File: config.mk
export PLATFORM = sky130hd
export DESIGN_NAME = if_fetch_unit_flat
export DESIGN_NICKNAME = d
export VERILOG_FILES = /design/src/rtl/fetch_pkg.sv /design/src/rtl/if_fetch_unit_if.sv /design/src/rtl/fetch_buffer.sv /design/src/rtl/if_fetch_unit.sv /design/src/flat_wrapper.sv
export SDC_FILE = /design/constraint.sdc
export NUM_CORES = 1
export LEC_CHECK = 0
export ABC_AREA = 1
export CAP_MARGIN = 20
export CORE_MARGIN = 2
export CORE_UTILIZATION = 53
export DETAILED_ROUTE_END_ITERATION = 16
export GPL_TIMING_DRIVEN = 1
export PLACE_DENSITY = 0.84
export SLEW_MARGIN = 20
export SYNTH_ARGS = -nofsm -noshare
export SYNTH_HDL_FRONTEND = slang
export SYNTH_SLANG_ARGS = --single-unit
File: constraint.sdc
create_clock -name clk -period 4.7 [get_ports clk]
set_input_delay 0.47 -clock clk [delete_from_list [all_inputs] [get_ports clk]]
set_output_delay 0.47 -clock clk [all_outputs]
set_load 0.01 [all_outputs]
File: src/rtl/fetch_pkg.sv
// Shared types for the instruction-fetch front end: FSM states, buffer entries
// and the NOP that is presented while no real instruction is available.
package fetch_pkg;

  typedef enum logic [1:0] {
    BOOT,
    RUN,
    DRAIN
  } fetch_state_t;

  typedef struct packed {
    logic [31:0] pc;
    logic [31:0] instr;
  } fetch_entry_t;

  localparam logic [31:0] NOP_INSTR = 32'h0000_0013;

endpackage

File: src/rtl/if_fetch_unit_if.sv
// Instruction-memory request/grant/response bus between the fetch unit
// (master) and instruction memory (slave).
interface if_fetch_unit_if;

  logic        imem_req;
  logic [31:0] imem_addr;
  logic        imem_gnt;
  logic        imem_rvalid;
  logic [31:0] imem_rdata;

  modport master (
    output imem_req, imem_addr,
    input  imem_gnt, imem_rvalid, imem_rdata
  );

  modport slave (
    input  imem_req, imem_addr,
    output imem_gnt, imem_rvalid, imem_rdata
  );

endinterface

File: src/rtl/fetch_buffer.sv
// Small circular FIFO of fetch entries with push/pop/clear; a simultaneous
// push and pop on a full FIFO is accepted and leaves the count unchanged.
module fetch_buffer
  import fetch_pkg::*;
#(
  parameter  int DEPTH = 2,
  localparam int CW    = $clog2(DEPTH + 1)
) (
  input  logic         clk,
  input  logic         rst,
  input  logic         clear,
  input  logic         push,
  input  fetch_entry_t push_data,
  input  logic         pop,
  output fetch_entry_t head,
  output logic [CW-1:0] count,
  output logic         full,
  output logic         empty
);

  localparam int            PW       = (DEPTH > 1) ? $clog2(DEPTH) : 1;
  localparam logic [PW-1:0] LAST     = PW'(DEPTH - 1);
  localparam logic [CW-1:0] FULL_CNT = CW'(DEPTH);

  fetch_entry_t  mem [DEPTH];
  logic [PW-1:0] rd_ptr;
  logic [PW-1:0] wr_ptr;
  logic          do_pop;
  logic          do_push;

  assign empty   = (count == '0);
  assign full    = (count == FULL_CNT);
  assign do_pop  = pop && !empty;
  assign do_push = push && (!full || do_pop);
  assign head    = mem[rd_ptr];

  always_ff @(posedge clk or posedge rst) begin
    if (rst) begin
      rd_ptr <= '0;
      wr_ptr <= '0;
      count  <= '0;
    end else if (clear) begin
      rd_ptr <= '0;
      wr_ptr <= '0;
      count  <= '0;
    end else begin
      if (do_push) wr_ptr <= (wr_ptr == LAST) ? '0 : wr_ptr + 1'b1;
      if (do_pop)  rd_ptr <= (rd_ptr == LAST) ? '0 : rd_ptr + 1'b1;
      count <= count + CW'(do_push) - CW'(do_pop);
    end
  end

  // Storage carries no reset; only the pointers and count define validity.
  always_ff @(posedge clk) begin
    if (do_push && !clear) mem[wr_ptr] <= push_data;
  end

endmodule

File: src/rtl/if_fetch_unit.sv
// Instruction-fetch front end: owns the fetch PC, issues credit-limited memory
// requests, buffers returned words and presents them to the IF/ID register.
module if_fetch_unit
  import fetch_pkg::*;
#(
  parameter logic [31:0] RESET_PC        = 32'h0000_0000,
  parameter int          MAX_OUTSTANDING = 2
) (
  input  logic                    clk,
  input  logic                    rst,
  if_fetch_unit_if.master         imem,
  input  logic                    stall_f,
  input  logic                    redirect_valid,
  input  logic [31:0]             redirect_pc,
  output logic [31:0]             pc_out,
  output logic [31:0]             instr_out,
  output logic                    instr_valid
);

  localparam int          CW      = $clog2(MAX_OUTSTANDING + 1);
  localparam logic [CW:0] CREDITS = (CW + 1)'(MAX_OUTSTANDING);

  fetch_state_t  state;
  logic [31:0]   fetch_pc;
  logic          req_hold;
  logic [CW-1:0] drop_cnt;
  logic [CW-1:0] drop_next;

  fetch_entry_t  buf_head;
  fetch_entry_t  buf_push_data;
  fetch_entry_t  pcq_head;
  fetch_entry_t  pcq_push_data;
  logic [CW-1:0] buf_cnt;
  logic [CW-1:0] out_cnt;
  logic          buf_full, buf_empty, pcq_full, pcq_empty;

  logic          pop_raw, buf_pop, buf_push, gnt_fire, credit_ok;
  logic [CW:0]   inflight_after;
  logic          unused_bits;

  // The in-flight PC queue doubles as the outstanding-request counter.
  assign pop_raw   = !buf_empty && !stall_f;
  assign credit_ok = ({1'b0, out_cnt} + {1'b0, buf_cnt}) < (CREDITS + (CW + 1)'(pop_raw));

  assign imem.imem_req  = (state == RUN) && (req_hold || credit_ok);
  assign imem.imem_addr = fetch_pc;
  assign gnt_fire       = imem.imem_req && imem.imem_gnt;

  assign buf_pop  = pop_raw && !redirect_valid;
  assign buf_push = imem.imem_rvalid && (drop_cnt == '0) && !redirect_valid;

  assign inflight_after = {1'b0, out_cnt} + (CW + 1)'(gnt_fire) - (CW + 1)'(imem.imem_rvalid);
  assign drop_next      = (imem.imem_rvalid && (drop_cnt != '0)) ? drop_cnt - 1'b1 : drop_cnt;

  assign pcq_push_data = {fetch_pc, 32'h0};
  assign buf_push_data = {pcq_head.pc, imem.imem_rdata};

  assign instr_valid = !buf_empty;
  assign pc_out      = buf_empty ? 32'h0 : buf_head.pc;
  assign instr_out   = buf_empty ? NOP_INSTR : buf_head.instr;

  assign unused_bits = ^{buf_full, pcq_full, pcq_empty, pcq_head.instr, redirect_pc[1:0]};

  always_ff @(posedge clk or posedge rst) begin
    if (rst) begin
      state    <= BOOT;
      fetch_pc <= RESET_PC;
      req_hold <= 1'b0;
      drop_cnt <= '0;
    end else if (redirect_valid) begin
      // Everything still in flight (including a grant this cycle) is stale.
      fetch_pc <= {redirect_pc[31:2], 2'b00};
      req_hold <= 1'b0;
      drop_cnt <= inflight_after[CW-1:0];
      state    <= (inflight_after == '0) ? RUN : DRAIN;
    end else begin
      req_hold <= imem.imem_req && !imem.imem_gnt;
      drop_cnt <= drop_next;
      if (gnt_fire) fetch_pc <= fetch_pc + 32'd4;
      case (state)
        BOOT:    state <= RUN;
        DRAIN:   if (drop_next == '0) state <= RUN;
        default: state <= RUN;
      endcase
    end
  end

  fetch_buffer #(.DEPTH(MAX_OUTSTANDING)) u_pres_buf (
    .clk       (clk),
    .rst       (rst),
    .clear     (redirect_valid),
    .push      (buf_push),
    .push_data (buf_push_data),
    .pop       (buf_pop),
    .head      (buf_head),
    .count     (buf_cnt),
    .full      (buf_full),
    .empty     (buf_empty)
  );

  // Stale entries are not cleared on redirect; they retire with their responses.
  fetch_buffer #(.DEPTH(MAX_OUTSTANDING)) u_pc_queue (
    .clk       (clk),
    .rst       (rst),
    .clear     (1'b0),
    .push      (gnt_fire),
    .push_data (pcq_push_data),
    .pop       (imem.imem_rvalid),
    .head      (pcq_head),
    .count     (out_cnt),
    .full      (pcq_full),
    .empty     (pcq_empty)
  );

endmodule

File: src/flat_wrapper.sv
// flat-port wrapper written by rule: the top's interface ports become plain ports
module if_fetch_unit_flat import fetch_pkg::*;
#(
  parameter logic [31:0] RESET_PC        = 32'h0000_0000,
  parameter int          MAX_OUTSTANDING = 2
)
  (clk, rst, stall_f, redirect_valid, redirect_pc, pc_out, instr_out, instr_valid, imem_imem_req, imem_imem_addr, imem_imem_gnt, imem_imem_rvalid, imem_imem_rdata);
  if_fetch_unit_if imem_i ();
  input  logic clk;
  input  logic rst;
  input  logic stall_f;
  input  logic redirect_valid;
  input  logic [31:0] redirect_pc;
  output logic [31:0] pc_out;
  output logic [31:0] instr_out;
  output logic instr_valid;
  output wire logic [$bits(imem_i.imem_req)-1:0] imem_imem_req;
  output wire logic [$bits(imem_i.imem_addr)-1:0] imem_imem_addr;
  input wire logic [$bits(imem_i.imem_gnt)-1:0] imem_imem_gnt;
  input wire logic [$bits(imem_i.imem_rvalid)-1:0] imem_imem_rvalid;
  input wire logic [$bits(imem_i.imem_rdata)-1:0] imem_imem_rdata;
  assign imem_imem_req = imem_i.imem_req;
  assign imem_imem_addr = imem_i.imem_addr;
  assign imem_i.imem_gnt = imem_imem_gnt;
  assign imem_i.imem_rvalid = imem_imem_rvalid;
  assign imem_i.imem_rdata = imem_imem_rdata;
  if_fetch_unit #(.RESET_PC(RESET_PC), .MAX_OUTSTANDING(MAX_OUTSTANDING)) u_core (.clk(clk), .rst(rst), .imem(imem_i), .stall_f(stall_f), .redirect_valid(redirect_valid), .redirect_pc(redirect_pc), .pc_out(pc_out), .instr_out(instr_out), .instr_valid(instr_valid));
endmodule
-- After elaboration in Yosys (flattened, before gate mapping)
Memory sizes are Yosys's and may differ from the RTL's.
Cells that the tools add are included.
- bits in registers: 45
- latch bits: 0
- RAM bits: 192
- memory bits (read-only): 0
- bits of input ports: 70
- output and inout bits: 98
- word-level logic and storage cells: 88
- memories kept: 2
- memory list (memory ; depth ; width ; rd ports ; clocked after Yosys merged registers in ; write ports ; line ; source):
    u_core.u_pres_buf.mem ; 2 ; 64 ; 1 ; 0 ; 1 ; fetch_buffer.sv:25 ; fetch_entry_t mem [DEPTH];
    u_core.u_pc_queue.mem ; 2 ; 32 ; 1 ; 0 ; 1 ; fetch_buffer.sv:25 ;
- add/subtract/negate cells: 14
- $mul: 0
- div/mod/pow operators: 0
- magnitude comparators: 1
- eq/ne operators: 5
- shift-type cells: 0
- multiplexer cells: 24
- bitwise logic cells: 0
- reductions and logical operators: 32
- operator list (operator ; count):
    32-bit two-way mux ; 4
    32-bit by 3-bit adder with 32-bit output, second input constant ; 1
    2-bit two-way mux ; 7
    1-bit logical AND ; 13
    1-bit two-way mux ; 13
    2-bit logical NOT ; 4
    2-bit nonzero test ; 4
    1-bit logical NOT ; 7
    2-bit == test, second input constant ; 3
    1-bit adder, second input constant ; 4
    2-bit by 1-bit adder with 2-bit output ; 2
    2-bit by 1-bit subtractor with 2-bit output ; 2
    2-bit by 1-bit adder with 3-bit output ; 1
    2-bit by 1-bit adder with 3-bit output, first input constant ; 1
    2-bit by 2-bit adder with 3-bit output ; 1
    3-bit logical NOT ; 1
    1-bit logical OR ; 3
    3-bit less-than comparator ; 1
    3-bit by 2-bit != test with 1-bit output, second input constant ; 1
    3-bit by 1-bit subtractor with 3-bit output ; 1
    2-bit by 1-bit == test with 1-bit output, second input constant ; 1
    2-bit by 1-bit subtractor with 2-bit output, second input constant ; 1

-- Logic depth before layout (Yosys ltp)
- depth in word-level cells: 13
- mapped depth: 16
- depth with buffers taken out: 15

-- By module
Synthesis repeated with hierarchy kept, for this count alone.
- cells, all modules: 1294
- area total of the unflattened synthesis: 13116.3 µm²
- by module, submodules not included (module ; times used ; cells an instance ; area an instance (µm²) ; seq. area each (µm²)):
    fetch_buffer ; 2 ; 374 ; 4958.5 ; 3943.8
    if_fetch_unit ; 1 ; 546 ; 3199.3 ; 875.8

-- Worst setup path after synthesis
Ideal clock, no wire load.
- kind: in2reg
- start point: input port redirect_valid
- end point: memory u_core.u_pres_buf.mem[0][0] in the netlist's numbering, enable pin
- setup time: 0.482 ns
- data arrival time: 3.400 ns
- data required time: 4.218 ns
- slack: 0.818 ns
- stages on the path: 3
- cells stage by stage: inv_2 -> nand4_1 -> nor2_1
- cells in the longest elaborated chain, start to end: 8
- elaborated cells on any way between the ends: 9
- those cells by class: 2 x mux; 7 x reduce/logical
- ends and longest elaborated chain (element ; line ; source):
    start, declared ; flat_wrapper.sv:12 ; input logic redirect_valid;
    1-bit logical NOT * ; fetch_buffer.sv:55, if_fetch_unit.sv:49, if_fetch_unit.sv:50 ;
    1-bit logical AND ; if_fetch_unit.sv:49 ; assign buf_pop = pop_raw && !redirect_valid;
    1-bit logical AND ; fetch_buffer.sv:33 ; assign do_pop = pop && !empty;
    1-bit logical OR ; fetch_buffer.sv:34 ; assign do_push = push && (!full || do_pop);
    1-bit logical AND ; fetch_buffer.sv:34 ;
    1-bit logical AND * ; fetch_buffer.sv:55 ; if (do_push && !clear) mem[wr_ptr] <= push_data;
    1-bit two-way mux * ; fetch_buffer.sv:55 ;
    1-bit two-way mux (not written as such) * ; fetch_buffer.sv:55 ;
    end, declared ; fetch_buffer.sv:25 ;
Mark *: on every way between the ends. The rest lies on a longest branch, timed or not.

-- Worst setup path in the final report
- start point: register u_core.u_pres_buf.count[1]
- end point: output port pc_out[22]
- cells in the longest elaborated chain, start to end: 2
- ends and longest elaborated chain (element ; line ; source):
    start, declared ; fetch_buffer.sv:16 ; output logic [CW-1:0] count,
    start signal, assigned ; fetch_buffer.sv:49 ; count <= count + CW'(do_push) - CW'(do_pop);
    2-bit logical NOT ; fetch_buffer.sv:31 ; assign empty = (count == '0);
    32-bit two-way mux ; if_fetch_unit.sv:59 ; assign pc_out = buf_empty ? 32'h0 : buf_head.pc;
    end, declared ; flat_wrapper.sv:14 ; output logic [31:0] pc_out;
Every way passes these cells.

==> metrics.md <==
| Metric | Value |
|---|---|
| GP Congestion | `0.9134` |
| Critical path, cell by cell | `inv_2, nand2_4, clkinv_2, a21oi_1, clkdlybuf4s50_1` |
| Inserted Diodes | `0` |
| Clock root cell | `clkbuf_16` |
| Mean Syn Cell Area | `11.02 um^2` |
| Cell count after synthesis | `893` |
| Max-slew headroom | `41.87%` |
| Final Util | `roughly two thirds` |
| Port bufs | `about 160` |
| Unrepaired setup endpoints after global routing | `false` |
| Layout cells sized above 1 | `8.138%` |
| WP data required | `4.23 ns` |
| Core area | `18,090 um^2` |
| Cell variety after synth | `32` |
| Clk sink count | `227` |
| Area grow syn2layout | `25.44%` |
| FILL cells | `1,269` |
| Final antenna-violating net count | `0` |
| Post-synth EDFFs | `184` |
| Design area | `12,340 um^2` |
| Starting density of the core | `54.39%` |
| Post-route DRC | `0` |
| Status | `finished clean` |
| Iter 0 DRT Violations | `429` |
| Avg WL per Cell | `approximately 16 um` |
| Worst R2R Start | `u_core.u_pc_queue.count[0]` |
| Die ar. | `just under 20,000 um^2` |
| CTS tree | `yes` |
| CP Class | `reg2out` |
| Startpoint Class | `flip-flop` |
| Top cells by area, synth | `edfxtp_1 56%, nand2_1 12%, dfrtp_1 11%, mux2_2 3.4%, a21oi_1 3.2%` |
| Cell family with the largest share of critical-path delay | `buffers and inverters` |
| Most frequent cell after synthesis | `nand2_1` |
| Number of synthesis warnings | `0` |
| Area leader, netlist | `edfxtp_1` |
| Final Cycle Share | `71.19%` |
| Post-synth top cells | `313 x nand2_1, 184 x edfxtp_1, 62 x a21oi_1` |
| Post-synthesis sequential area ratio | `67.11%` |
| Top cell type's share of synthesized area | `a little under three fifths` |
| CP endpoint kind | `output pin` |
| Setup Fix Bufs, Post-CTS | `0` |
| Max FO, Critical Path | `60` |
| Crit path DAT | `~2.9 ns` |
| Via-per-instance ratio | `5.218` |
| Synthesized flop and latch total | `approximately 230` |
| Placed cell area | `between 10,000 and 15,000 um^2` |
| Critical path buffers and inverters | `3` |
| Max IR drop VDD | `0.0002571 V` |
| PD cells | `521.2 nW/um^2` |
| Max Cap Viol | `0` |
| Netlist Area Pre-Place | `around 9800 um^2` |
| # hold bufs at CTS | `0` |
| Fmax | `about 300 MHz` |
| Number of global-route vias before repair | `6,636` |
| Final setup fails | `0` |
| Max clock buf depth | `3` |
| Num rows | `49` |
| Worst Hold Class | `in2async` |
| Io pins | `168` |
| Slowest-stage cell, CP | `clkinv_2` |
| Total Nets Final | `roughly 1,100` |
| Leak | `around 4.6 nW` |
| Grt total ovfl | `0` |
| Worst slew pin tran | `between 0.8 and 0.9 ns` |
| Post-Route Skew | `~0.0077 ns` |
| Initial antenna violation count | `0` |
| Post-synth ARST share | `18.94%` |
| Post-CTS sizing | `0` |
| First-pass GRT wire length | `33,610 um` |
| Post-DP HPWL | `approximately 14,000 um` |
| Largest net degree at the start of global routing | `between 60 and 70` |
| Worst-Skew Late Latency | `0.49 ns` |
| Flop-to-flop setup slack | `approximately 1.6 ns` |
| H-Tree Depth | `1` |
| Slowest Stage Delay on Critical Path | `0.69 ns` |
| Die extent in y | `roughly 140 um` |
| Fin Setup TNS | `0 ns` |
| TritonCTS Buffers | `23` |
| Final Hold Fails | `0` |
| Slew Limit Fails | `0` |
| Detailed Routing Iterations Pass 1 | `4` |
| Top_reg_cell synth | `edfxtp_1` |
| Vias | `between 6,000 and 7,000` |
| GR Util All Layers | `21.35%` |
| Tmin final | `3.346 ns` |
| Final WL | `21,320 um` |
| Die Width | `about 140 um` |
| Worst reg2reg endpoint | `u_core.state[1]` |
| R2R cell count | `12` |
| Clock transition at path regs | `~0.060 ns` |
[power breakdown]
| group | internal [W] | leakage (nW) | total [W] | switching, W |
|---|---|---|---|---|
| registers | 0.00256 | 2.20 | 0.00280 | 0.000243 |
| clock network | 0.000953 | 0.331 | 0.00164 | 0.000684 |
| logic | 0.000884 | 2.08 | 0.00199 | 0.00111 |
[worst max path at each step]
stage                                from                          end  slack, ns  cells past startpoint
6_report       u_core.u_pres_buf.count[1]                   pc_out[22]       1.35                      5
2_1_floorplan              redirect_valid  u_core.u_pres_buf.mem[0][0]       0.82                      3
3_3_place_gp                      stall_f  u_core.u_pc_queue.mem[0][7]       1.61                     10
5_1_grt        u_core.u_pres_buf.count[1]                   pc_out[23]       1.14                      5
3_5_place_dp                      stall_f              u_core.state[1]       1.58                     14
4_1_cts        u_core.u_pres_buf.count[0]                   pc_out[22]       1.54                      5
[registers in the layout, indices dropped and copies added (netlist names)]
name                      flops
u_core.u_pres_buf.mem       124
u_core.u_pc_queue.mem        60
u_core.imem.imem_addr        30
u_core.drop_cnt               2
u_core.state                  2
u_core.u_pc_queue.count       2
u_core.u_pres_buf.count       2
u_core.req_hold               1
u_core.u_pc_queue.rd_ptr      1
u_core.u_pc_queue.wr_ptr      1
u_core.u_pres_buf.rd_ptr      1
u_core.u_pres_buf.wr_ptr      1
[cell usage in the layout, fill, tap and decap left out, types with 2 or more instances in the layout]
cell type and count:
inv_2 6, ha_1 7, clkdlybuf4s50_1 161, nand3b_1 3, clkbuf_8 3, clkinv_2 4
nand3_1 42, xnor2_1 4, edfxtp_1 184, nor2_4 3, nand2_4 2, conb_1 4
fa_1 2, mux2_2 30, a21oi_1 62, inv_1 44, dfrtp_1 42, xor2_1 24
o21ai_0 22, clkbuf_16 23, nand2_1 313, clkbuf_1 11, buf_4 8, nand4_1 3
nor2_2 2, nor2_1 50
[worst register-to-register path, stage by stage (launching register included)]
cell     delay, ns
dfrtp_1       0.41
ha_1          0.23
fa_1          0.43
nand2_1       0.08
nand2_1       0.08
nand2_2       0.09
nand3_4       0.23
ha_1          0.38
inv_1         0.04
ha_1          0.18
fa_1          0.47
o31ai_1       0.26
nand2_1       0.10
[stage by stage]
stage	total power (W)	cells	setup WS [ns]	hold WS (ns)
2_1_floorplan	0.003901	896	0.8180	0.4419
3_3_place_gp	0.004750	1256	1.605	0.4523
3_5_place_dp	0.004835	1257	1.580	0.4644
4_1_cts	0.006472	1298	1.542	0.4413
5_1_grt	0.006765	1298	1.144	0.4881
6_report	0.006432	1298	1.354	0.4326
[per-layer routing]
metal  vias up  share of wire (%)  global-route usage, %
met2       214                 49                  36.25
met5         -                  0                      0
li1       3308                  -                      -
met3        29                6.0                  3.077
met4         0                1.3                  4.253
met1      3222                 44                  29.86
[cell type report]
cell class | count | area, um^2 | area share (%)
Tap cell | 229 | 286.5 | 2.322
Timing Repair Buffer | 170 | 1692 | 13.71
Sequential cell | 227 | 6603 | 53.51
Inverter | 51 | 192.7 | 1.562
Multi-Input combinational cell | 580 | 2889 | 23.41
Clock inverter | 4 | 18.77 | 0.1521
Clock buffer | 37 | 658.1 | 5.334
[cells by family (layout without fill, tap and decap cells)]
logic type	Yosys count	after routing	synth area share (%)
simple gates	423	423	17.39
flops	227	227	67.11
buf+inv	89	262	3.816
compound gates	86	86	4.426
mux	30	30	3.434
xor+xnor	28	28	2.493
fa+ha+maj	9	9	1.297
other cells	1	4	0.03812
(Power assumes the default switching activity.)
